===== src/rtl/balanca_price_calc_if.sv =====
// Purpose : bundles the request/result signals of the price calculator.
//   master : drives start, weightInGrams, tareInGrams, centimos; reads results
//   slave  : the calculator; reads the request, drives busy, done, precotara,
//            precof and tare_err
interface balanca_price_calc_if #(
    parameter int WEIGHT_W = 12,
    parameter int PRICE_W  = 12
) ();
    localparam int PROD_W = WEIGHT_W + PRICE_W;

    logic                start;
    logic [WEIGHT_W-1:0] weightInGrams;
    logic [WEIGHT_W-1:0] tareInGrams;
    logic [PRICE_W-1:0]  centimos;
    logic                busy;
    logic                done;
    logic [PROD_W-1:0]   precotara;
    logic [PROD_W-1:0]   precof;
    logic                tare_err;

    modport master (
        output start, weightInGrams, tareInGrams, centimos,
        input  busy, done, precotara, precof, tare_err
    );

    modport slave (
        input  start, weightInGrams, tareInGrams, centimos,
        output busy, done, precotara, precof, tare_err
    );
endinterface


===== src/rtl/balanca_price_calc.sv =====
// Purpose : scale price calculator. Net weight (gross - tare, clamped at 0)
//           is multiplied by the unit price with a serial shift-add multiplier,
//           then divided by GRAMS_PER_KG with a serial restoring divider,
//           optionally rounding half up.
// Ports   : clk, rst_n (async, active-low), bus (balanca_price_calc_if.slave)
//
// state | meaning
// IDLE  | waiting for start; inputs latched on start
// TARE  | net = gross - tare, clamped to 0 with error flag
// MUL   | shift-add multiply, one multiplier bit per cycle (WEIGHT_W cycles)
// DIV   | restoring divide, one quotient bit per cycle (PROD_W cycles)
// DONE  | one-cycle done pulse
module balanca_price_calc #(
    parameter int WEIGHT_W     = 12,
    parameter int PRICE_W      = 12,
    parameter int GRAMS_PER_KG = 1000,
    parameter int ROUND_EN     = 0
) (
    input logic                 clk,
    input logic                 rst_n,
    balanca_price_calc_if.slave bus
);
    localparam int PROD_W = WEIGHT_W + PRICE_W;
    // Remainder is always < GRAMS_PER_KG; one extra bit keeps it safe for
    // any divisor value.
    localparam int REM_W  = $clog2(GRAMS_PER_KG) + 1;
    localparam int CNT_W  = $clog2(PROD_W + 1);

    localparam logic [REM_W:0]  DIVISOR   = (REM_W + 1)'(GRAMS_PER_KG);
    localparam logic [PROD_W:0] ROUND_ADD =
        (ROUND_EN != 0) ? (PROD_W + 1)'(GRAMS_PER_KG / 2) : (PROD_W + 1)'(0);

    typedef enum logic [2:0] {IDLE, TARE, MUL, DIV, DONE} state_t;

    state_t              state;
    logic [WEIGHT_W-1:0] mplier;
    logic [WEIGHT_W-1:0] tare_r;
    logic [PROD_W-1:0]   mcand;
    logic [PROD_W-1:0]   prod;
    logic [PROD_W-1:0]   dvd;     // dividend bits shift out, quotient bits shift in
    logic [REM_W-1:0]    rem;
    logic [CNT_W-1:0]    cnt;
    logic                err_flag;

    logic [PROD_W-1:0]   prod_add;
    logic [PROD_W:0]     dividend;
    logic [REM_W:0]      trial;
    logic                q_bit;
    logic [REM_W:0]      rem_full;

    always_comb begin
        prod_add = prod;
        if (mplier[0]) begin
            prod_add = prod + mcand;
        end
        dividend = {1'b0, prod_add} + ROUND_ADD;
        trial    = {rem, dvd[PROD_W-1]};
        q_bit    = (trial >= DIVISOR);
        rem_full = trial;
        if (q_bit) begin
            rem_full = trial - DIVISOR;
        end
    end

    always_ff @(posedge clk or negedge rst_n) begin
        if (!rst_n) begin
            state         <= IDLE;
            mplier        <= '0;
            tare_r        <= '0;
            mcand         <= '0;
            prod          <= '0;
            dvd           <= '0;
            rem           <= '0;
            cnt           <= '0;
            err_flag      <= 1'b0;
            bus.busy      <= 1'b0;
            bus.done      <= 1'b0;
            bus.precotara <= '0;
            bus.precof    <= '0;
            bus.tare_err  <= 1'b0;
        end else begin
            bus.done <= 1'b0;
            case (state)
                IDLE: begin
                    if (bus.start) begin
                        mplier   <= bus.weightInGrams;
                        tare_r   <= bus.tareInGrams;
                        mcand    <= {{(PROD_W - PRICE_W){1'b0}}, bus.centimos};
                        bus.busy <= 1'b1;
                        state    <= TARE;
                    end
                end
                TARE: begin
                    if (tare_r > mplier) begin
                        mplier   <= '0;
                        err_flag <= 1'b1;
                    end else begin
                        mplier   <= mplier - tare_r;
                        err_flag <= 1'b0;
                    end
                    prod  <= '0;
                    cnt   <= CNT_W'(WEIGHT_W - 1);
                    state <= MUL;
                end
                MUL: begin
                    // prod keeps the unrounded product for precotara
                    prod   <= prod_add;
                    mcand  <= mcand << 1;
                    mplier <= mplier >> 1;
                    if (cnt == '0) begin
                        // dividend MSB seeds the remainder; it is below the
                        // divisor, so that quotient bit is always 0
                        rem   <= {{(REM_W - 1){1'b0}}, dividend[PROD_W]};
                        dvd   <= dividend[PROD_W-1:0];
                        cnt   <= CNT_W'(PROD_W - 1);
                        state <= DIV;
                    end else begin
                        cnt <= cnt - 1'b1;
                    end
                end
                DIV: begin
                    rem <= rem_full[REM_W-1:0];
                    dvd <= {dvd[PROD_W-2:0], q_bit};
                    if (cnt == '0) begin
                        bus.precof    <= {dvd[PROD_W-2:0], q_bit};
                        bus.precotara <= prod;
                        bus.tare_err  <= err_flag;
                        bus.busy      <= 1'b0;
                        bus.done      <= 1'b1;
                        state         <= DONE;
                    end else begin
                        cnt <= cnt - 1'b1;
                    end
                end
                DONE: begin
                    state <= IDLE;
                end
                default: begin
                    state    <= IDLE;
                    bus.busy <= 1'b0;
                end
            endcase
        end
    end
endmodule


===== src/flat_wrapper.sv =====
// flat-port wrapper written by rule: the top's interface ports become plain ports
module balanca_price_calc_flat 
#(
    parameter int WEIGHT_W     = 12,
    parameter int PRICE_W      = 12,
    parameter int GRAMS_PER_KG = 1000,
    parameter int ROUND_EN     = 0
)
  (clk, rst_n, bus_start, bus_weightInGrams, bus_tareInGrams, bus_centimos, bus_busy, bus_done, bus_precotara, bus_precof, bus_tare_err);
  balanca_price_calc_if #(.WEIGHT_W(WEIGHT_W), .PRICE_W(PRICE_W)) bus_i ();
  input logic clk;
  input logic rst_n;
  input wire logic [$bits(bus_i.start)-1:0] bus_start;
  input wire logic [$bits(bus_i.weightInGrams)-1:0] bus_weightInGrams;
  input wire logic [$bits(bus_i.tareInGrams)-1:0] bus_tareInGrams;
  input wire logic [$bits(bus_i.centimos)-1:0] bus_centimos;
  output wire logic [$bits(bus_i.busy)-1:0] bus_busy;
  output wire logic [$bits(bus_i.done)-1:0] bus_done;
  output wire logic [$bits(bus_i.precotara)-1:0] bus_precotara;
  output wire logic [$bits(bus_i.precof)-1:0] bus_precof;
  output wire logic [$bits(bus_i.tare_err)-1:0] bus_tare_err;
  assign bus_i.start = bus_start;
  assign bus_i.weightInGrams = bus_weightInGrams;
  assign bus_i.tareInGrams = bus_tareInGrams;
  assign bus_i.centimos = bus_centimos;
  assign bus_busy = bus_i.busy;
  assign bus_done = bus_i.done;
  assign bus_precotara = bus_i.precotara;
  assign bus_precof = bus_i.precof;
  assign bus_tare_err = bus_i.tare_err;
  balanca_price_calc #(.WEIGHT_W(WEIGHT_W), .PRICE_W(PRICE_W), .GRAMS_PER_KG(GRAMS_PER_KG), .ROUND_EN(ROUND_EN)) u_core (.clk(clk), .rst_n(rst_n), .bus(bus_i));
endmodule

===== config.mk =====
export PLATFORM = sky130hd
export DESIGN_NAME = balanca_price_calc_flat
export DESIGN_NICKNAME = d
export VERILOG_FILES = /design/src/rtl/balanca_price_calc_if.sv /design/src/rtl/balanca_price_calc.sv /design/src/flat_wrapper.sv
export SDC_FILE = /design/constraint.sdc
export NUM_CORES = 1
export LEC_CHECK = 0
export CAP_MARGIN = 10
export CORE_ASPECT_RATIO = 0.8
export CORE_MARGIN = 5
export CORE_UTILIZATION = 65
export CTS_BUF_LIST = sky130_fd_sc_hd__clkbuf_4
export DETAILED_ROUTE_END_ITERATION = 10
export DONT_BUFFER_PORTS = 1
export PLACE_DENSITY = 0.81
export RECOVER_POWER = 25
export SETUP_SLACK_MARGIN = 0.15
export SLEW_MARGIN = 10
export SYNTH_ARGS = -nofsm -noshare
export SYNTH_HDL_FRONTEND = slang
export SYNTH_SLANG_ARGS = --single-unit
export TNS_END_PERCENT = 1

===== constraint.sdc =====
create_clock -name clk -period 4 [get_ports clk]
set_input_delay 1 -clock clk [delete_from_list [all_inputs] [get_ports clk]]
set_output_delay 1 -clock clk [all_outputs]
set_load 0.02 [all_outputs]

# Word level (Yosys, flattened, before mapping)
# Index checks and enable logic that the tools add are counted.
totals:
  ff_bits: 167
  in_bits: 39
  out_inout_bits: 51
op_classes:
  n_reduce_logical: 16
  n_bitwise: 1
  eq_ne: 8
  muxes: 25
  addsub: 4
  order_cmp: 2
ops:
  columns: ["operator", "count"]
  rows:
  - ["$pmux W24 S2", 3]
  - ["$mux W24", 3]
  - ["$pmux W12 S3", 1]
  - ["$add A24 B24 Y24", 1]
  - ["$mux W12", 2]
  - ["$mux W11", 2]
  - ["$pmux W11 S2", 1]
  - ["$pmux W5 S3", 1]
  - ["$ge A12 B10 Y1 const B", 1]
  - ["$gt A12 B12 Y1", 1]
  - ["$pmux W3 S4", 1]
  - ["$reduce_and A2 Y1", 6]
  - ["$sub A12 B12 Y12", 1]
  - ["$sub A11 B10 Y11 const B", 1]
  - ["$mux W5", 2]
  - ["$mux W3", 3]
  - ["$eq A3 B2 Y1 const B", 2]
  - ["$reduce_and A3 Y1", 2]
  - ["$reduce_bool A2 Y1", 3]
  - ["$reduce_bool A3 Y1", 2]
  - ["$logic_not A5 Y1", 1]
  - ["$mux W1", 5]
  - ["$sub A5 B1 Y5 const B", 1]
  - ["$ne A2 B1 Y1 const B", 2]
  - ["7 further kinds", 8]

# Longest topological paths before layout
# Gate-level depths: netlist (run 1).
depth:
  word_depth: 4
  ltp_mapped: 13
  ltp_nobuf: 12

# Least setup slack after synthesis (run 1)
# Ideal clock, no wire load.
synth_timing:
  path_kind: "reg2reg"
  from: "reg u_core.prod[0]"
  to: "reg u_core.dvd[12]"
  path_stages_with_launch: 11
  period_less_slack_ns: 2.586
  required_ns: 3.877
  arrival_time_ns: 2.463
  n_path_buf: 0
  setup_slack_ns: 1.414
  path_cell_list: "dfrtp_1 ha_1 fa_1 a21o_1 a21oi_1 o21a_1 nor2_1 a221oi_1 o21ai_1 xor2_1 o221a_1"
synth_between:
  elab_chain_cells: 4
synth_lines:
  columns: ["element", "line_no", "rtl"]
  rows:
  - ["from (decl)", "balanca_price_calc.sv:39", "logic [PROD_W-1:0] prod;"]
  - ["from (signal assigned)", "balanca_price_calc.sv:107", "prod <= prod_add;"]
  - ["$add A24 B24 Y24", "balanca_price_calc.sv:54", "prod_add = prod + mcand;"]
  - ["$mux W24", "balanca_price_calc.sv:53", "if (mplier[0]) begin"]
  - ["$mux W24", "balanca_price_calc.sv:110", "if (cnt == '0) begin"]
  - ["$pmux W24 S2", "balanca_price_calc.sv:83", "case (state)"]
  - ["to (signal assigned)", "balanca_price_calc.sv:114", "dvd <= dividend[PROD_W-1:0];"]
  - ["to (signal assigned)", "balanca_price_calc.sv:123", "dvd <= {dvd[PROD_W-2:0], q_bit};"]
  - ["to (decl)", "balanca_price_calc.sv:40", "logic [PROD_W-1:0] dvd;"]
# Every way passes these cells. The select of a mux whose other input is x is not followed.
# A chain may end at the register's enable or synchronous reset.

# Final worst setup path (run 1)
layout_timing:
  from: "reg u_core.mplier[0]"
  to: "reg u_core.mplier[11]"
layout_between:
  elab_chain_cells: 3
  word_cells_on_any_way: 4
layout_lines:
  columns: ["element", "line_no", "rtl"]
  rows:
  - ["from (decl)", "balanca_price_calc.sv:36", "logic [WEIGHT_W-1:0] mplier;"]
  - ["from (signal assigned)", "balanca_price_calc.sv:86", "mplier <= bus.weightInGrams;"]
  - ["from (signal assigned)", "balanca_price_calc.sv:98", "mplier <= mplier - tare_r;"]
  - ["from (signal assigned)", "balanca_price_calc.sv:109", "mplier <= mplier >> 1;"]
  - ["$sub A12 B12 Y12 / $gt A12 B12 Y1 (equally long branches)", "balanca_price_calc.sv:98, balanca_price_calc.sv:94", null]
  - ["$mux W12 (*)", "balanca_price_calc.sv:94", "if (tare_r > mplier) begin"]
  - ["$pmux W12 S3 (*)", "balanca_price_calc.sv:83", null]
# Mark *: on every way between the ends. The rest lies on a longest branch, timed or not.

==> results of run 1 <==
==> power breakdown <==
| part | switching (mW) | internal [mW] |
|---|---|---|
| registers | 0.863 | 2.35 |
| clock network | 0.623 | 0.311 |
| logic | 2.23 | 1.43 |
| total | 3.72 | 4.09 |
==> cell type report <==
type                    count  area, um^2
multi-input cells         749        4450
fillers                  1085        4210
flip-flops and latches    167        4180
well taps                 180         225
clock buffers              17         128
clock inverters            15         126
inverters                  27         101
repair buffers             12        90.1
==> registers in the layout, summed over array words and instances, names as in the netlist <==
register              count
u_core.bus.precof        24
u_core.bus.precotara     24
u_core.dvd               24
u_core.mcand             24
u_core.prod              24
u_core.mplier            12
u_core.tare_r            12
u_core.rem               11
u_core.cnt                5
u_core.state              3
u_core.bus.busy           1
u_core.bus.done           1
u_core.bus.tare_err       1
u_core.err_flag           1
==> stage by stage <==
| step | worst slack, ns | total power, mW | hold slack [ns] | utilization, % | std cells |
|---|---|---|---|---|---|
| 2_1_floorplan | 1.41 | 5.90 | 0.439 | - | 995 |
| 3_3_place_gp | 1.26 | 6.73 | 0.461 | 67.0 | 1135 |
| 3_5_place_dp | 1.17 | 6.84 | 0.463 | 67.0 | 1135 |
| 4_1_cts | 1.14 | 7.77 | 0.0727 | 68.9 | 1167 |
| 5_1_grt | 0.897 | 8.42 | 0.0477 | 68.9 | 1167 |
| 6_report | 1.11 | 7.81 | 0.104 | 68.9 | 1167 |
==> cell usage in the layout, fill, tap and decap left out, types with 5 or more instances in the layout <==
master / synthesis / routed
a211oi_1: 6 / 6
mux2i_1: 22 / 22
o21bai_1: 6 / 6
clkbuf_4: 0 / 17
xor2_1: 13 / 13
o21ai_0: 56 / 56
and3_1: 8 / 8
a21oi_1: 57 / 57
a22o_1: 19 / 19
nor2b_1: 8 / 8
a31oi_1: 7 / 7
xnor2_1: 21 / 21
nand4_1: 7 / 7
inv_1: 24 / 24
buf_4: 0 / 12
nand2_1: 247 / 246
dfrtp_1: 167 / 167
a221oi_1: 13 / 13
nand2b_1: 5 / 5
nand3_1: 24 / 24
nor3_1: 24 / 23
nor2_1: 52 / 52
clkinv_2: 0 / 6
ha_1: 37 / 37
o21ai_1: 21 / 21
a21o_1: 18 / 18
==> layer usage <==
layer	wire length [um]	vias to the layer above
met1	10300	3491
li1	-	3455
met5	0	-
met2	8660	276
met3	1960	19
met4	228	0
==> worst max-delay path, stage by stage, from the launching register on <==
cell and delay (ns):
dfrtp_1 0.41, inv_2 0.15, ha_1 0.21, inv_1 0.06, fa_1 0.40, a21o_1 0.17
a21oi_1 0.22, nor2b_1 0.07, o21ai_1 0.23, a2111o_1 0.22, nand2_1 0.31, a31o_2 0.35
==> path summary, 6_finish.rpt <==
path	depth (start not counted)	to	slack, ns
worst min-delay path	0	u_core.tare_r[5]	0.10
worst max-delay path	11	u_core.mplier[11]	1.11
worst max register to register	11	u_core.mplier[11]	1.11
worst min register to register	2	u_core.rem[2]	0.49
min in group clk	2	u_core.rem[2]	0.49
max in group asynchronous	0	u_core.bus.precof[5]	3.67
==> synth_stat cells (8+ instances only) <==
library cell,count
buf_2,8
xnor2_1,21
a21oi_1,57
a22o_1,19
clkbuf_1,37
mux2i_1,22
xor2_1,13
nand3_1,24
ha_1,37
nor2b_1,8
o21ai_1,21
and3_1,8
o21ai_0,56
a221oi_1,13
nand2_1,247
inv_1,24
nor2_1,52
a21o_1,18
nor3_1,24
dfrtp_1,167
==> cell families after synthesis <==
| logic type | Yosys count | synth area share [%] |
|---|---|---|
| AND/OR/NAND/NOR | 400 | 19.5 |
| AO/OA/AOI/OAI | 253 | 18.7 |
| flip-flops | 167 | 46.9 |
| buffers and inverters | 79 | 3.44 |
| adder cells (fa/ha/maj) | 39 | 5.64 |
| XOR/XNOR | 34 | 3.34 |
| multiplexers | 23 | 2.60 |
==> results.py, run 1 <==
metrics = {
    "power": {
        "ir_worst_vdd_mv": 0.593,
        "p_leak_nw": 4.45,
        "cellPowerDensity_mw_per_mm2": 840,
    },
    "layout": {
        "final_layout_size_suffix_gt1_share_pct": 6.79,
        "fin_nets": 1052,
        "post-route-cell-area_mm2": 0.00930,
        "synthToLayoutAreaGrowth_pct": 4.24,
        "diodes": 0,
    },
    "timing": {
        "finalCritPeriodShare_pct": 72.3,
        "tightest_slew_ns": 0.892,
        "layout_min_cycle_time_ns": 2.89,
        "setup_viol": 0,
        "fin_tns_setup_ns": 0,
        "hold_viol": 0,
        "finClkSkew_ns": 0.0175,
        "grt_setup_unrepaired": "no",
        "fmax_mhz": 346,
        "maxSlewHeadroom_pct": 40.5,
        "final_max_slew_viol_count": 0,
    },
    "routing": {
        "drc": 0,
        "drt-total-wl_um": 21100,
        "detail_route.wl_per_cell_um": 18.1,
        "first_pass_iters": 6,
        "drt_iter0_drc": 768,
        "vias": 7241,
        "vias_per_cell": 6.20,
        "final_antenna_net_count": 0,
    },
    "synth": {
        "async_flop_share_pct": 100,
        "synth_top_area_share_pct": 46.9,
        "yosysSeqAreaShare_pct": 46.9,
        "yosysWarnings": 0,
        "synth_fp_nets": 1073,
        "syn-cell-area_mm2": 0.00892,
        "synth-seq-cells": 167,
        "yosysTopAreaCell": "dfrtp_1",
        "syn_inst": 995,
        "ys.flop_type": "dfrtp_1",
        "yosysUniqueCellTypes": 70,
        "synthTopCellsByArea": "dfrtp_1 47%, nand2_1 10%, ha_1 5.2%",
        "syn_avg_cell_area_um2": 8.96,
        "synth_edf_count": 0,
    },
    "grt": {
        "grt-ovfl-total": 0,
        "grt_pass1_wl_um": 34900,
        "gr-usage-met2_pct": 37.5,
        "grt_max_degree": 168,
        "grtUsageTotal_pct": 26.9,
        "use_met1_pct": 42.2,
        "grt.met3_usage_pct": 7.19,
        "top_usage_layer": "met1",
        "antenna_found_initial": 0,
        "grt_pass1_vias": 6720,
    },
    "clocking": {
        "postCtsSetupRepairBufs": 0,
        "cts_inserted_buffers": 17,
        "clock_path_buffers": 2,
        "cts_sinks": 167,
        "ctsResizeCount": 0,
        "h-tree-depth": 4,
        "cts_hold_buf": 0,
        "tritoncts": "built",
        "clockRootBuffer": "clkbuf_4",
        "clk_latency_ns": 0.58,
        "clk_pin_slew_ns": 0.13,
    },
    "floorplanning": {
        "start_util_pct": 66.1,
        "die_h_um": 115,
        "fp.dieW_um": 141,
        "boundaryPins": 90,
        "rows": 38,
        "die_area_mm2": 0.0162,
        "core_mm2": 0.0135,
    },
    "worst_setup_path": {
        "worstPathArrival_ns": 3.37,
        "criticalPathCategory": "reg2reg",
        "rr_startpoint": "u_core.mplier[0]",
        "crit_path_start": "u_core.mplier[0]",
        "worstSetupStartpointType": "register",
        "required_ns": 4.48,
        "cp-end-kind": "register",
        "crit_fanout": 12,
    },
    "placed_design": {
        "place.gp.congestion": 0.901,
        "place_area_mm2": 0.00904,
        "portBuffers": 0,
        "dp_hpwl_um": 14900,
    },
    "worst_hold_path": {
        "hold_path_class": "in2async",
    },
    "flow_run": {
        "maxCapViolCount": 0,
    },
    "outcome": {
        "status": "complete, no violations",
    },
}
Note: power is estimated with default switching activity, not from simulation.
==> inputs of run 2 (changes only) <==
==> constraint.sdc (replaced) <==
create_clock -name clk -period 3.02 [get_ports clk]
set_input_delay 0.755 -clock clk [delete_from_list [all_inputs] [get_ports clk]]
set_output_delay 0.755 -clock clk [all_outputs]
set_load 0.02 [all_outputs]
==> run 2 against run 1 <==
  * Core utilization up 0.72 points
  * Clock power up 37%
  * The run now ends with negative hold slack left
  * Cell count up 0.60%
  * Sequential power up 33%
  * Routed wire length up 0.70%
  * First-iteration DRC count up 7.9%
  * Die area unchanged
  * Critical endpoint is now u_core.dvd[12]
==> results.py, run 2 (synthesized netlist as in run 1, its figures left out) <==
metrics = {
    "layout": {
        "final_layout_size_suffix_gt1_share_pct": 7.55,
        "diodes": 0,
        "most-common-layout-cells": "245 x nand2_1, 167 x dfrtp_1, 56 x a21oi_1, 56 x o21ai_0, 52 x nor2_1",
        "seq_area_mm2": 0.00418,
        "synthToLayoutAreaGrowth_pct": 5.33,
        "fin_nets": 1061,
        "multi_input_area_mm2": 0.00446,
        "fin_cells": 1174,
        "layout_commonest_cell": "nand2_1",
        "fillers": 1127,
    },
    "timing": {
        "timing.final.ws_setup_ns": 0.301,
        "maxSlewHeadroom_pct": 40.1,
        "grt_setup_unrepaired": "yes",
        "setup_viol": 0,
        "hold_ws_ns": -0.177,
        "finalCritPeriodShare_pct": 90.0,
        "tightest_slew_ns": 0.895,
        "finClkSkew_ns": 0.0209,
        "fin_tns_setup_ns": 0,
        "final_max_slew_viol_count": 0,
        "layout_min_cycle_time_ns": 2.72,
        "fmax_mhz": 368,
        "hold_viol": 167,
    },
    "floorplanning": {
        "rows": 38,
        "boundaryPins": 90,
        "die_h_um": 115,
        "fp.dieW_um": 141,
        "die_area_mm2": 0.0162,
        "core_mm2": 0.0135,
        "start_util_pct": 66.1,
    },
    "grt": {
        "antenna_found_initial": 0,
        "grt.met3_usage_pct": 7.78,
        "grt_max_degree": 168,
        "top_usage_layer": "met1",
        "grt-ovfl-total": 0,
        "grtUsageTotal_pct": 28.2,
        "use_met1_pct": 43.2,
        "grt_pass1_wl_um": 36400,
        "grt_pass1_vias": 7024,
        "gr-usage-met2_pct": 40.1,
    },
    "power": {
        "pwr-share-clk_pct": 12.2,
        "seqPwrFrac_pct": 40.6,
        "intPower_mw": 5.59,
        "p_switching_mw": 4.89,
        "combPwrFrac_pct": 47.2,
        "p_sw_share_pct": 46.7,
        "ir_worst_vdd_mv": 0.683,
        "total_power_mw": 10.5,
        "cellPowerDensity_mw_per_mm2": 1120,
        "p_leak_nw": 4.50,
    },
    "routing": {
        "drt-total-wl_um": 21300,
        "detail_route.wl_per_cell_um": 18.1,
        "vias_per_cell": 6.24,
        "drt_iter0_drc": 829,
        "vias": 7323,
        "drc": 0,
        "first_pass_iters": 6,
        "final_antenna_net_count": 0,
    },
    "clocking": {
        "h-tree-depth": 4,
        "clk_latency_ns": 0.60,
        "clockRootBuffer": "clkbuf_4",
        "tritoncts": "built",
        "clock_path_buffers": 2,
        "cts_inserted_buffers": 17,
        "cts_sinks": 167,
        "clk_pin_slew_ns": 0.14,
        "postCtsSetupRepairBufs": 0,
    },
    "placed_design": {
        "place_inst": 1144,
        "portBuffers": 0,
        "place.gp.congestion": 0.936,
        "place_ws_ns": 0.190,
        "dp_hpwl_um": 15100,
    },
    "worst_setup_path": {
        "criticalPathCategory": "reg2reg",
        "slowest_stage": "dfrtp_1",
        "slowest_delay_ns": 0.43,
        "r2r_end": "u_core.dvd[12]",
        "worstSetupStartpointType": "register",
        "crit_path_start": "u_core.prod[0]",
        "crit_chain": "ha_1 -> fa_1 -> a21o_1 -> a21oi_2 -> o21a_1 -> nor2_1 -> a221oi_2 -> o21ai_1 -> xor2_1 -> o221a_1",
        "cp-end-kind": "register",
        "r2r_cells": 10,
        "ff2ff_setup_slack_ns": 0.30,
        "required_ns": 3.56,
        "crit_fanout": 4,
        "critPathCapture": "u_core.dvd[12]",
        "rr_startpoint": "u_core.prod[0]",
        "worstPathArrival_ns": 3.26,
    },
    "worst_hold_path": {
        "hold_path_class": "in2async",
    },
    "outcome": {
        "violations": "negative hold slack",
        "status": "finished with violations",
    },
    "flow_run": {
        "maxCapViolCount": 0,
    },
}
[run 2: worst max-delay path: cells and delay by family, from the launching register on]
kind | cells | cell delay [ns]
compound gates | 6 | 1.24
xor+xnor | 1 | 0.27
fa+ha+maj | 2 | 0.64
flops | 1 | 0.43
simple gates | 1 | 0.08
[run 2: timing repair]
action | in CTS | in global routing
hold endpoints to repair | 167 | 167
gates resized for setup | 0 | 4
setup endpoints to repair | 0 | 17
[run 2: layout make-up]
cell class | instances | share of cell area, %
sequential | 167 | 44.5
timing repair buffer | 21 | 1.81
tap | 180 | 2.40
multi-input combinational | 749 | 47.5
clock inverter | 10 | 1.12
clock buffer | 20 | 1.60
inverter | 27 | 1.08
[run 2: how the worst min path moves through the flow]
stage | start | to | cells past startpoint
floorplan | u_core.err_flag | u_core.bus.tare_err | 2
global placement | rst_n | u_core.tare_r[3] | 0
detailed placement | rst_n | u_core.tare_r[4] | 0
CTS | rst_n | u_core.tare_r[4] | 0
global route | rst_n | u_core.tare_r[4] | 0
finish | rst_n | u_core.tare_r[4] | 0
[run 2: through the flow]
stage          utilization (%)  hold WS, ns  cell area, um^2
4_1_cts                   69.5       -0.195             9380
3_3_place_gp              67.6        0.458             9120
5_1_grt                   69.6       -0.230             9400
2_1_floorplan                -        0.439             8920
6_report                  69.6       -0.177             9400
3_5_place_dp              67.6        0.463             9120
[run 2: power by group through the flow]
stage	registers, mW	logic [mW]	clock network [mW]
6_report	4.26	4.95	1.28
5_1_grt	4.38	5.57	1.41
4_1_cts	4.24	4.90	1.29
3_5_place_dp	4.28	4.88	0
3_3_place_gp	4.25	4.71	0
2_1_floorplan	3.96	3.85	0
[run 2: metal layers]
| metal | part of all wire, % | vias to the layer above |
|---|---|---|
| li1 | - | 3484 |
| met1 | 48 | 3527 |
| met2 | 42 | 282 |
| met3 | 9.3 | 30 |
| met4 | 1.1 | 0 |
| met5 | 0 | - |
